File: src/rtl/flatten_stream_if.sv
// Handshake bundle for flatten_stream_ctrl: map input stream and flattened element output stream.
// The master modport is the controller's view; slave is the environment driving maps and draining elements.
interface flatten_stream_if #(
   parameter int ROW        = 6,
   parameter int COL        = 6,
   parameter int CHANNELS   = 4,
   parameter int DATA_WIDTH = 8,
   parameter int IDX_W      = ($clog2(CHANNELS*ROW*COL) > 1) ? $clog2(CHANNELS*ROW*COL) : 1
);
   logic                          in_valid;
   logic                          in_ready;
   logic [ROW*COL*DATA_WIDTH-1:0] in_map;
   logic                          out_valid;
   logic                          out_ready;
   logic [DATA_WIDTH-1:0]         out_data;
   logic [IDX_W-1:0]              out_index;
   logic                          out_last;

   modport master (
      input  in_valid, in_map, out_ready,
      output in_ready, out_valid, out_data, out_index, out_last
   );

   modport slave (
      output in_valid, in_map, out_ready,
      input  in_ready, out_valid, out_data, out_index, out_last
   );
endinterface

File: src/rtl/flatten_stream_ctrl.sv
// Latches one ROW x COL channel map per handshake and streams its elements in row-major order,
// tagging each with its global flat index; flags the frame's final element and pulses done after it.
module flatten_stream_ctrl #(
   parameter int ROW        = 6,
   parameter int COL        = 6,
   parameter int CHANNELS   = 4,
   parameter int DATA_WIDTH = 8,
   parameter int IDX_W      = ($clog2(CHANNELS*ROW*COL) > 1) ? $clog2(CHANNELS*ROW*COL) : 1
) (
   input  logic             clk,
   input  logic             rst,
   input  logic             flush,
   flatten_stream_if.master bus,
   output logic             done,
   output logic             busy
);

   localparam int NELEM = ROW * COL;
   localparam int EW    = ($clog2(NELEM) > 1) ? $clog2(NELEM) : 1;
   localparam int CW    = ($clog2(CHANNELS) > 1) ? $clog2(CHANNELS) : 1;

   typedef enum logic {
      IDLE,
      STREAM
   } state_t;

   state_t                      state;
   state_t                      next_state;
   logic [EW-1:0]               elem_cnt;
   logic [CW-1:0]               ch_cnt;
   logic [NELEM*DATA_WIDTH-1:0] map_buf;
   logic                        done_q;

   logic accept;
   logic out_fire;
   logic last_elem;
   logic last_ch;

   assign accept    = bus.in_valid & bus.in_ready;
   assign out_fire  = bus.out_valid & bus.out_ready;
   assign last_elem = (elem_cnt == EW'(NELEM - 1));
   assign last_ch   = (ch_cnt == CW'(CHANNELS - 1));

   // NOTE: sequential state is written with non-blocking assignments so every register
   // samples the pre-edge values, independent of process ordering.
   always_ff @(posedge clk) begin
      if (rst) state <= IDLE;
      else     state <= next_state;
   end

   // NOTE: next_state takes a default before any branch so no path leaves it unassigned,
   // which would otherwise infer a latch.
   always_comb begin
      next_state = state;
      if (flush) begin
         next_state = IDLE;
      end else begin
         case (state)
            IDLE:    if (accept)                next_state = STREAM;
            STREAM:  if (out_fire && last_elem) next_state = IDLE;
            default: next_state = IDLE;
         endcase
      end
   end

   // Element outputs are forced to zero outside STREAM so the idle bus never shows stale map data.
   always_comb begin
      bus.in_ready  = 1'b0;
      bus.out_valid = 1'b0;
      bus.out_data  = '0;
      bus.out_index = '0;
      bus.out_last  = 1'b0;
      case (state)
         IDLE: begin
            bus.in_ready = 1'b1;
         end
         STREAM: begin
            bus.out_valid = 1'b1;
            bus.out_data  = map_buf[int'(elem_cnt)*DATA_WIDTH +: DATA_WIDTH];
            bus.out_index = IDX_W'(ch_cnt) * IDX_W'(NELEM) + IDX_W'(elem_cnt);
            bus.out_last  = last_ch & last_elem;
         end
         default: begin
            bus.in_ready = 1'b0;
         end
      endcase
   end

   // NOTE: the map buffer is a plain register bank, not a RAM macro, so it can be cleared on
   // reset; a flush leaves it untouched because its contents are never shown outside STREAM.
   always_ff @(posedge clk) begin
      if (rst) begin
         elem_cnt <= '0;
         ch_cnt   <= '0;
         map_buf  <= '0;
         done_q   <= 1'b0;
      end else begin
         done_q <= 1'b0;
         if (flush) begin
            elem_cnt <= '0;
            ch_cnt   <= '0;
         end else if (accept) begin
            map_buf  <= bus.in_map;
            elem_cnt <= '0;
         end else if (out_fire) begin
            if (!last_elem) begin
               elem_cnt <= elem_cnt + EW'(1);
            end else begin
               elem_cnt <= '0;
               if (last_ch) begin
                  ch_cnt <= '0;
                  done_q <= 1'b1;
               end else begin
                  ch_cnt <= ch_cnt + CW'(1);
               end
            end
         end
      end
   end

   // A frame stays busy across the idle bubble between its maps because ch_cnt is nonzero there.
   assign done = done_q;
   assign busy = (ch_cnt != '0) | (state == STREAM);

endmodule

File: src/flat_wrapper.sv
// flat-port wrapper written by rule: the top's interface ports become plain ports
module flatten_stream_ctrl_flat 
#(
   parameter int ROW        = 6,
   parameter int COL        = 6,
   parameter int CHANNELS   = 4,
   parameter int DATA_WIDTH = 8,
   parameter int IDX_W      = ($clog2(CHANNELS*ROW*COL) > 1) ? $clog2(CHANNELS*ROW*COL) : 1
)
  (clk, rst, flush, done, busy, bus_in_valid, bus_in_map, bus_out_ready, bus_in_ready, bus_out_valid, bus_out_data, bus_out_index, bus_out_last);
  flatten_stream_if #(.ROW(ROW), .COL(COL), .CHANNELS(CHANNELS), .DATA_WIDTH(DATA_WIDTH), .IDX_W(IDX_W)) bus_i ();
  input  logic clk;
  input  logic rst;
  input  logic flush;
  output logic done;
  output logic busy;
  input wire logic [$bits(bus_i.in_valid)-1:0] bus_in_valid;
  input wire logic [$bits(bus_i.in_map)-1:0] bus_in_map;
  input wire logic [$bits(bus_i.out_ready)-1:0] bus_out_ready;
  output wire logic [$bits(bus_i.in_ready)-1:0] bus_in_ready;
  output wire logic [$bits(bus_i.out_valid)-1:0] bus_out_valid;
  output wire logic [$bits(bus_i.out_data)-1:0] bus_out_data;
  output wire logic [$bits(bus_i.out_index)-1:0] bus_out_index;
  output wire logic [$bits(bus_i.out_last)-1:0] bus_out_last;
  assign bus_i.in_valid = bus_in_valid;
  assign bus_i.in_map = bus_in_map;
  assign bus_i.out_ready = bus_out_ready;
  assign bus_in_ready = bus_i.in_ready;
  assign bus_out_valid = bus_i.out_valid;
  assign bus_out_data = bus_i.out_data;
  assign bus_out_index = bus_i.out_index;
  assign bus_out_last = bus_i.out_last;
  flatten_stream_ctrl #(.ROW(ROW), .COL(COL), .CHANNELS(CHANNELS), .DATA_WIDTH(DATA_WIDTH), .IDX_W(IDX_W)) u_core (.clk(clk), .rst(rst), .flush(flush), .bus(bus_i), .done(done), .busy(busy));
endmodule
File: config.mk
export PLATFORM = sky130hd
export DESIGN_NAME = flatten_stream_ctrl_flat
export DESIGN_NICKNAME = d
export VERILOG_FILES = /design/src/rtl/flatten_stream_if.sv /design/src/rtl/flatten_stream_ctrl.sv /design/src/flat_wrapper.sv
export SDC_FILE = /design/constraint.sdc
export NUM_CORES = 1
export LEC_CHECK = 0
export BUFFER_PORTS_ARGS = -buffer_cell sky130_fd_sc_hd__clkbuf_2
export CORE_MARGIN = 1
export CORE_UTILIZATION = 30
export DETAILED_ROUTE_END_ITERATION = 6
export PLACE_DENSITY = 0.61
export SLEW_MARGIN = 15
export SYNTH_ARGS = -nofsm -noshare
export SYNTH_HDL_FRONTEND = slang
export SYNTH_SLANG_ARGS = --single-unit
File: constraint.sdc
create_clock -name clk -period 2.5 [get_ports clk]
set_clock_uncertainty 0.2 [all_clocks]
set_input_delay 0.25 -clock clk [delete_from_list [all_inputs] [get_ports clk]]
set_output_delay 0.25 -clock clk [all_outputs]
set_load 0.01 [all_outputs]
# [Yosys cells after proc, flatten, opt, wreduce, memory -nomap -nowiden]
# Index checks and enable logic that the tools add are counted.
[word_totals] register_bits=298 input_bits=293 out_inout_bits=21 elab_cells=39
[op_classes] addsub=3 n_mul=1 n_eq_ne=2 shift=1 mux=11 bitwise_logic=9 n_reduce_logical=7
[ops] op="$shiftx A288 B10 Y8" n=1
[ops] op="$mux W8" n=2
[ops] op="$add A8 B6 Y8" n=1
[ops] op="$add A6 B1 Y6 const B" n=1
[ops] op="$eq A6 B6 Y1 const B" n=1
[ops] op="$mul A2 B4 Y6 const B" n=1
[ops] op="$mux W1" n=6
[ops] op="$mux W6" n=1
[ops] op="$not A1 Y1" n=5
[ops] op="$reduce_or A5 Y1" n=1
[ops] op="$and A1 B1 Y1" n=3
[ops] op="$reduce_and A3 Y1" n=1
[ops] op="$reduce_or A3 Y1" n=1
[ops] op="$add A2 B1 Y2 const B" n=1
[ops] op="$eq A2 B2 Y1 const B" n=1
[ops] op="$mux W2" n=1
[ops] op="$pmux W1 S2" n=1
[ops] op="$reduce_and A2 Y1" n=1
[ops] op="$reduce_bool A2 Y1" n=1
[ops] op="$reduce_or A2 Y1" n=1
[ops] op="$logic_and A1 B1 Y1" n=1
[ops] op="$or A1 B1 Y1" n=1

# [Depth between registers and ports, before layout]
# Gate-level depths: netlist of the first run.
[logic_depth] ltp_word=5 ltp_mapped=8

# [Worst setup path before layout of the first run]
# Ideal clock, no wire load.
[synth_timing] kind="register to output" from="reg u_core.elem_cnt[0]" to="out bus_out_data[5]" arrival_time_ns=1.841 path_slack_ns=0.209 stages_incl_launch_ff=8 n_path_buf=3 cell_sequence="dfxtp_1 buf_6 buf_6 buf_6 mux2_1 a221oi_1 nand3_1 a32o_1"
[synth_between] elab_chain_cells=2
[synth_rtl] item="from (decl)" line_no="flatten_stream_ctrl.sv:29" rtl="logic [EW-1:0] elem_cnt;"
[synth_rtl] item="from (signal assigned)" line_no="flatten_stream_ctrl.sv:107" rtl="elem_cnt <= elem_cnt + EW'(1);"
[synth_rtl] item="$shiftx A288 B10 Y8" line_no="flatten_stream_ctrl.sv:79" rtl="bus.out_data = map_buf[int'(elem_cnt)*DATA_WIDTH +: DATA_WIDTH];"
[synth_rtl] item="$mux W8" line_no="flatten_stream_ctrl.sv:73" rtl="case (state)"
[synth_rtl] item="to (decl)" line_no="flat_wrapper.sv:22" rtl="output wire logic [$bits(bus_i.out_data)-1:0] bus_out_data;"
# Every way passes these cells.

# [Final worst setup path of the first run]
[layout_timing] from="reg u_core.elem_cnt[0]" to="out bus_out_data[3]"
# The elaborated chain is that of the path after synthesis.

==> results of run 1 <==
[worst reg2reg max path, delay by kind of cell (launching register included)]
family                     cells  cell delay (ns)
AOI/OAI and AO/OA              1             0.18
adders and majority gates      1             0.23
buffers and inverters          3             0.95
DFF                            1             0.44
and+or+nand+nor                1             0.22
[cell families after synthesis]
| kind of cell | share of synthesized area, % |
|---|---|
| AOI/OAI and AO/OA | 14.9 |
| xor gates and xnor gates | 0.481 |
| adders and majority gates | 0.745 |
| buffers and inverters | 4.48 |
| DFF | 46.8 |
| muxes | 12.7 |
| and+or+nand+nor | 19.9 |
[per-stage QoR]
step                      worst slack [ns]  hold slack [ns]  area [um2]
after CTS                           -0.516            0.251       19800
after global placement              0.0261            0.240       14900
after global routing                -0.591            0.272       19900
final                               -0.517            0.252       19900
after floorplan                      0.209            0.129       12800
after detailed placement           -0.0911            0.243       14900
[cells in the final DEF, fill, tap and decap left out, drive strengths merged, types with 3 or more instances in the layout]
| cell type | count |
|---|---|
| nand2 | 595 |
| clkbuf | 364 |
| dlygate4sd3 | 339 |
| dfxtp | 298 |
| a21oi | 290 |
| mux4 | 56 |
| buf | 49 |
| mux2i | 17 |
| mux2 | 17 |
| nor2 | 14 |
| nand3 | 10 |
| and2 | 8 |
| a22oi | 8 |
| a32o | 8 |
| a22o | 7 |
| o221ai | 7 |
| a211o | 7 |
| a221oi | 7 |
| ha | 6 |
| xor2 | 5 |
| bufinv | 4 |
| inv | 4 |
| nand4 | 3 |
| a31oi | 3 |
[worst paths after layout]
kind / startpoint / endpoint / slack [ns] / cells after the start
min: u_core.map_buf[102] / u_core.map_buf[102] / 0.25 / 2
min reg2reg: u_core.map_buf[102] / u_core.map_buf[102] / 0.25 / 2
max reg2reg: u_core.elem_cnt[0] / u_core.state / 0.15 / 6
max: u_core.elem_cnt[0] / bus_out_data[3] / -0.52 / 6
[flip-flops by register name, indices dropped and copies added, names as in the netlist]
signal and count:
u_core.ch_cnt 2, u_core.done 1, u_core.elem_cnt 6, u_core.map_buf 288
u_core.state 1
[timing repair]
item	4_1_cts	5_1_grt
endpoints found under the hold margin	293	0
setup endpoints to repair	11	51
hold buffers	339	0
gates cloned	2	2
setup buffers	4	0
pin swaps	16	2
resized for setup	41	17
[layer usage]
layer  global-route usage (%)  share of wire [%]
met5                        0                  0
met4                     14.7                6.4
met3                     3.92                6.8
met2                     36.5                 45
met1                     30.4                 42
[final cells by class]
type	instances	area, um2
Clock buffer	53	1060
Clock inverter	6	136
Fill cell	3806	22100
Inverter	3	11.3
Multi-Input combinational cell	1094	6310
Sequential cell	298	5980
Tap cell	539	674
Timing Repair Buffer	699	5710
[report_power, final]
group          switching (mW)  total (mW)  internal [mW]
clock                    1.98        5.31           3.33
sequential              0.166        5.13           4.96
combinational           0.682        1.46          0.779
total                    2.83        11.9           9.07
==> flow_metrics.tcl, run 1 <==
set metrics [dict create \
    syn2layout_area_growth_pct 55.9 \
    setup_viol 8 \
    rsz0062_at_grt "yes" \
    syn_inst 1521 \
    worstPathCellList "buf_12 -> mux4_2 -> a22o_1 -> a211o_1 -> a32o_1 -> clkbuf_8" \
    cts_tree "done" \
    antenna_found_initial 0 \
    worstPathMaxFanout 7 \
    grt_max_degree 130 \
    power_density_nw_per_um2 598 \
    ioPinCount 314 \
    synth.most_common_cell "nand2_1" \
    track_usage_pct 23.5 \
    max-cap-violations 0 \
    cts_htree_levels 2 \
    ant_nets 0 \
    clk_latency_ns 0.51 \
    final_cells 2692 \
    end_kind "output port" \
    synth_ff_type "dfxtp_1" \
    synth_top_area_share_pct 46.8 \
    grt_overflow 0 \
    fmax_mhz 331 \
    synth-async-reset-ratio_pct 0 \
    timing.slew.headroom_pct 30.7 \
    finalCritPeriodShare_pct 121 \
    synthTopCellsByCount "nand2_1, dfxtp_1, a21oi_1, clkbuf_1, mux4_2" \
    cts.sinks 298 \
    wl_per_cell_um 19.6 \
    final_util_pct 47.4 \
    fin_ws_ns -0.517 \
    cp.arrival_ns 2.57 \
    path_clk_slew_ns 0.06 \
    worstPathRequired_ns 2.05 \
    ir_drop_mv 0.468 \
    tns_ns -3.89 \
    dieArea_um2 43400 \
    routed_via_density 5.05 \
    syn-num-nets 1821 \
    wl_mm 52.7 \
    coreArea_um2 41900 \
    start_util_pct 30.4 \
    hold_violations 0 \
    drc 0 \
    synth_edf_count 0 \
    synth_area_leaders "dfxtp_1, nand2_1, a21oi_1" \
    hpwl_mm 35.6 \
    finalCriticalPeriod_ns 3.02 \
    synth_cell_types 47 \
    drtIter0Drc 1114 \
    crit_type "flip-flop to output port" \
    placementRows 75 \
    cpMaxStageDelayCell "mux4_2" \
    syn_avg_cell_area_um2 8.39 \
    synth-seq-area-share_pct 46.8 \
    grt_pass1_wl_mm 78.2 \
    dr_total_vias 13600 \
    synth-seq-cells 298 \
    crit_family "compound AO/OA/AOI/OAI gates" \
    hold_path.class "flip-flop to flip-flop" \
    leakagePower_nw 7.95 \
    first_global_vias 13800 \
    synth_top_area_cell "dfxtp_1" \
    worstMarginPinSlew_ns 1.04 \
    numCtsBuffers 34 \
    io_buffers 313 \
    status "complete, but fails checks" \
    dp.cells 2287 \
    finalWeightedCongestion 0.916 \
    drv_slew 0 \
    violations "setup timing" \
    cp-start-kind "flip-flop" \
    ys_warn_count 0 \
    diodes 0 \
    nNetsFinal 2430 \
    syn_area_um2 12800 \
    cp.buffers_inverters 2 \
    first_pass_iters 7 \
    clock_path_buffers 3 \
    die_w_um 208 \
    die_h_um 208 \
    critical_path.max_stage_delay_ns 0.50 \
    drive_above_1_share_pct 23.3 \
    totalPowerFinal_mw 11.9 \
    clockRootBuffer "clkbuf_16" \
]
(Power assumes the default switching activity.)
==> run 2, diff against run 1 <==
Clock period 2.5 ns to 3.85 ns, I/O delays scaled along.
==> run 2 against run 1 <==
  * The flow finishes with violations (hold timing)
  * Register-to-register slack improved by 1.3 ns
  * Power decreased by 37%
  * Core utilization decreased by 2.9 points
  * Flip-flop and latch count unchanged
  * Sequential share of layout area increased by 2.0 points
  * Cell area decreased by 6.2%
  * First-iteration DRC count increased by 6.2%
  * Count of clock-buffer cells in the layout decreased by 5
  * Non-clock buffer count decreased by 90
  * Critical endpoint is now bus_out_data[4]
==> flow_metrics.tcl, run 2 (synthesis gave the netlist of run 1 again) <==
set metrics [dict create \
    dr_total_vias 13100 \
    rsz0062_at_grt "no" \
    min_path_cells 3 \
    path_clk_slew_ns 0.06 \
    end_kind "output port" \
    fmax_mhz 279 \
    drv_slew 0 \
    ir_drop_mv 0.250 \
    start_util_pct 30.4 \
    leakagePower_nw 7.31 \
    reg.largest.list "u_core.map_buf x288, u_core.elem_cnt x6, u_core.ch_cnt x2" \
    finalCriticalPeriod_ns 3.59 \
    grt_pass1_wl_mm 75.5 \
    crit_family "compound AO/OA/AOI/OAI gates" \
    drive_above_1_share_pct 21.8 \
    worstPathRequired_ns 3.26 \
    placementRows 75 \
    coreArea_um2 41900 \
    power_density_nw_per_um2 403 \
    r2r_end "u_core.map_buf[176]" \
    min_from "bus_in_map[36]" \
    drtIter0Drc 1183 \
    wl_mm 50.0 \
    worstMarginPinSlew_ns 1.11 \
    tns_ns 0 \
    syn2layout_area_growth_pct 46.2 \
    cts.sinks 298 \
    first_global_vias 13300 \
    numCtsBuffers 35 \
    hold_violations 1 \
    rr_worst_depth 5 \
    ctsResizeCount 0 \
    largest_reg_flops 288 \
    final_common_cell "nand2_1" \
    drc 0 \
    diodes 0 \
    crit_cells 6 \
    finalWeightedCongestion 0.874 \
    cts_htree_levels 2 \
    io_buffers 313 \
    wl_per_cell_um 19.2 \
    hold_path.class "input port to flip-flop" \
    track_usage_pct 22.7 \
    hold-worst-slack_ns -0.00248 \
    clock_path_buffers 3 \
    post-cts-setup-buffers 0 \
    r2r_setup_slack_ns 1.47 \
    timing.slew.headroom_pct 26.0 \
    clk_latency_ns 0.50 \
    regMostFlops "u_core.map_buf" \
    holdPathEnd "u_core.map_buf[36]" \
    hpwl_mm 34.9 \
    first_pass_iters 6 \
    finalCritPeriodShare_pct 93.2 \
    die_w_um 208 \
    routed_via_density 5.04 \
    cts_tree "done" \
    status "complete, but fails checks" \
    final_cell_mix "nand2_1, clkbuf_2, dfxtp_1" \
    worstPathCellList "buf_12 -> mux2_2 -> a221oi_1 -> nand3_1 -> a32o_1 -> clkbuf_2" \
    fillCellCount 3958 \
    max-cap-violations 0 \
    die_h_um 208 \
    cp.arrival_ns 3.00 \
    grt_max_degree 203 \
    cpMaxStageDelayCell "dfxtp_4" \
    antenna_found_initial 0 \
    ioPinCount 314 \
    cp.buffers_inverters 2 \
    dieArea_um2 43400 \
    r2r_start "u_core.state" \
    grt_overflow 0 \
    setup_viol 0 \
    ctsHoldBuffers 285 \
    worstPathMaxFanout 59 \
    critical_path.max_stage_delay_ns 0.64 \
    clockRootBuffer "clkbuf_16" \
    cp-start-kind "flip-flop" \
    violations "hold timing" \
    ant_nets 0 \
    crit_type "flip-flop to output port" \
    nNetsFinal 2341 \
]
## run 2: cell types whose count changed in the layout (fill, tap and decap cells not counted), moves of 5 or more
| cell | change |
|---|---|
| dlygate4sd3_1 | -54 |
| buf_4 | -17 |
| clkbuf_8 | -11 |
| clkinv_2 | +10 |
| clkbuf_2 | +9 |
| buf_12 | -6 |
| buf_16 | -5 |
| buf_6 | -5 |
## run 2: worst min-delay path: stages
cell and delay (ns):
clkbuf_2 0.09, nand2_1 0.11, a21oi_1 0.08
## run 2: area by class of cell
| class | count | area, um2 | share of cell area, % |
|---|---|---|---|
| multi-input cells | 1094 | 6230 | 33.4 |
| flip-flops and latches | 298 | 5970 | 32.0 |
| repair buffers | 609 | 4600 | 24.7 |
| clock buffers | 48 | 1040 | 5.56 |
| well taps | 539 | 674 | 3.62 |
| clock inverters | 14 | 128 | 0.684 |
| inverters | 3 | 11.3 | 0.0604 |
## run 2: how the worst max path moves through the flow
stage | start | to | slack, ns
floorplan | u_core.elem_cnt[0] | bus_out_data[5] | 1.42
global placement | u_core.elem_cnt[0] | bus_out_data[1] | 0.85
detailed placement | u_core.elem_cnt[0] | bus_out_data[4] | 0.78
CTS | u_core.elem_cnt[0] | bus_out_data[4] | 0.24
global route | u_core.elem_cnt[0] | bus_out_data[7] | 0.11
finish | u_core.elem_cnt[0] | bus_out_data[4] | 0.26
## run 2: through the flow
stage	cell area [um2]	util [%]	setup WS (ns)	power [mW]	std cells
after floorplan	12800	-	1.42	3.68	1521
after global placement	14600	34.9	0.845	4.00	2258
after detailed placement	14600	34.9	0.785	4.01	2258
after CTS	18700	44.5	0.239	7.55	2605
after global routing	18700	44.5	0.108	7.78	2605
final	18700	44.5	0.261	7.51	2605
## run 2: report_power, final
| part | switching (mW) | total [mW] | internal (mW) |
|---|---|---|---|
| Combinational | 0.410 | 0.858 | 0.447 |
| Sequential | 0.107 | 3.33 | 3.22 |
| Clock | 1.31 | 3.33 | 2.02 |
| Total | 1.82 | 7.51 | 5.69 |
## run 2: routing by layer
layer | routed length [um] | track usage [%] | vias up | share of wire, %
li1 | - | - | 6211 | -
met5 | 0 | 0 | - | 0
met1 | 21100 | 29.0 | 6169 | 42
met4 | 2830 | 12.7 | 0 | 5.7
met3 | 3260 | 3.88 | 165 | 6.5
met2 | 22800 | 36.5 | 574 | 46
==> run 3, diff against run 2 <==
Settings changed: MAX_ROUTING_LAYER from default to met4.
==> run 3 against run 2 <==
  * The flow now finishes without violations
  * Cell area is 0.44% higher
  * Maximum frequency is 0.60% higher
  * Routed wire length shrank 1.1%
  * Global-route usage grew 0.35 points
  * Final cell count shrank 0.19%
  * Sequential share of layout area fell by 0.14 points
  * Critical path depth unchanged
  * Critical endpoint is now bus_out_data[1]
==> flow_metrics.tcl, run 3 (synthesis gave the netlist of run 1 again) <==
set metrics [dict create \
    reg.largest.list "u_core.map_buf x288, u_core.elem_cnt x6, u_core.ch_cnt x2" \
    ioPinCount 314 \
    numCtsBuffers 34 \
    io_buffers 313 \
    path_clk_slew_ns 0.06 \
    rsz0062_at_grt "no" \
    worstPathRequired_ns 3.26 \
    coreArea_um2 41900 \
    nNetsFinal 2337 \
    largest_reg_flops 288 \
    met1_length_mm 21.2 \
    r2r_setup_slack_ns 1.28 \
    drive_above_1_share_pct 21.7 \
    cts.sinks 298 \
    clk_latency_ns 0.50 \
    ctsResizeCount 0 \
    wl_met3_mm 2.99 \
    final_util_pct 44.7 \
    hold_path.class "input port to flip-flop" \
    grt_pass1_wl_mm 74.8 \
    final_cell_mix "nand2_1, clkbuf_2, dfxtp_1" \
    ir_drop_mv 0.264 \
    dr_total_vias 13000 \
    cts_htree_levels 2 \
    first_pass_iters 5 \
    leakagePower_nw 7.33 \
    finalCritPeriodShare_pct 92.7 \
    end_kind "output port" \
    cp-start-kind "flip-flop" \
    dieArea_um2 43400 \
    status "completed" \
    tns_ns 0 \
    ant_nets 0 \
    clockRootBuffer "clkbuf_16" \
    wl_met2_mm 22.4 \
    hold_violations 0 \
    power_density_nw_per_um2 418 \
    wl_per_cell_um 19.0 \
    antenna_found_initial 1 \
    hpwl_mm 34.3 \
    max-cap-violations 0 \
    regMostFlops "u_core.map_buf" \
    syn2layout_area_growth_pct 46.9 \
    finalWeightedCongestion 0.914 \
    die_h_um 208 \
    fmax_mhz 280 \
    first_global_vias 13100 \
    cp.arrival_ns 2.98 \
    clock_path_buffers 3 \
    wl_mm 49.4 \
    final_cells 2600 \
    placementRows 75 \
    track_usage_pct 23.1 \
    routed_via_density 4.99 \
    highest_layer "met4" \
    dp.cells 2259 \
    post-cts-setup-buffers 0 \
    drv_slew 0 \
    worstMarginPinSlew_ns 1.11 \
    start_util_pct 30.4 \
    grt_max_degree 202 \
    die_w_um 208 \
    final_common_cell "nand2_1" \
    timing.slew.headroom_pct 25.6 \
    cts_tree "done" \
    grt_overflow 0 \
    finalCriticalPeriod_ns 3.57 \
    drtIter0Drc 1085 \
    worstPathMaxFanout 59 \
    crit_type "flip-flop to output port" \
    setup_viol 0 \
    drc 0 \
]
[run 3: cell type report]
| type | instances | area (um2) |
|---|---|---|
| multi-input combinational | 1094 | 6230 |
| clock buffer | 50 | 1050 |
| clock inverter | 9 | 223 |
| fill | 3978 | 23200 |
| tap | 539 | 674 |
| inverter | 3 | 11.3 |
| timing repair buffer | 606 | 4570 |
| antenna | 1 | 2.50 |
| sequential | 298 | 5970 |
[run 3: worst max-delay path, cell delays in order, from the launching register on]
cell      delay (ns)
dfxtp_4         0.64
buf_12          0.37
mux4_2          0.56
a22oi_1         0.20
nand3_1         0.14
a32o_1          0.30
clkbuf_2        0.16
[run 3: layer usage]
metal / GRT usage (%) / vias to the layer above
li1: - / 6179
met1: 29.4 / 6114
met2: 35.4 / 529
met3: 3.15 / 154
met4: 12.8 / 0
met5: - / -
[run 3: power by group]
| part | internal, mW | switching, mW | leakage (nW) |
|---|---|---|---|
| clock | 2.36 | 1.29 | 0.622 |
| sequential | 3.22 | 0.103 | 2.43 |
| combinational | 0.445 | 0.410 | 4.28 |
[run 3: final timing paths]
path                  startpoint                   to  cells after the start
max           u_core.elem_cnt[0]      bus_out_data[1]                      6
min reg2reg  u_core.map_buf[229]  u_core.map_buf[229]                      2
min              bus_in_map[110]  u_core.map_buf[110]                      3
max reg2reg         u_core.state  u_core.map_buf[249]                      5
[run 3: metrics by stage]
| stage | worst slack, ns | power [mW] | area, um2 | hold slack (ns) |
|---|---|---|---|---|
| finish | 0.282 | 7.83 | 18700 | 0.000839 |
| global route | 0.0627 | 8.09 | 18700 | 0.0144 |
| CTS | 0.233 | 7.85 | 18700 | 0.00161 |
| detailed placement | 0.790 | 4.00 | 14600 | 0.246 |
| global placement | 0.825 | 4.00 | 14600 | 0.241 |
| floorplan | 1.42 | 3.68 | 12800 | 0.232 |
[run 3: what timing repair did]
action,4_1_cts,5_1_grt
hold buffers,279,2
setup endpoints to repair,0,0
hold endpoints to repair,279,2
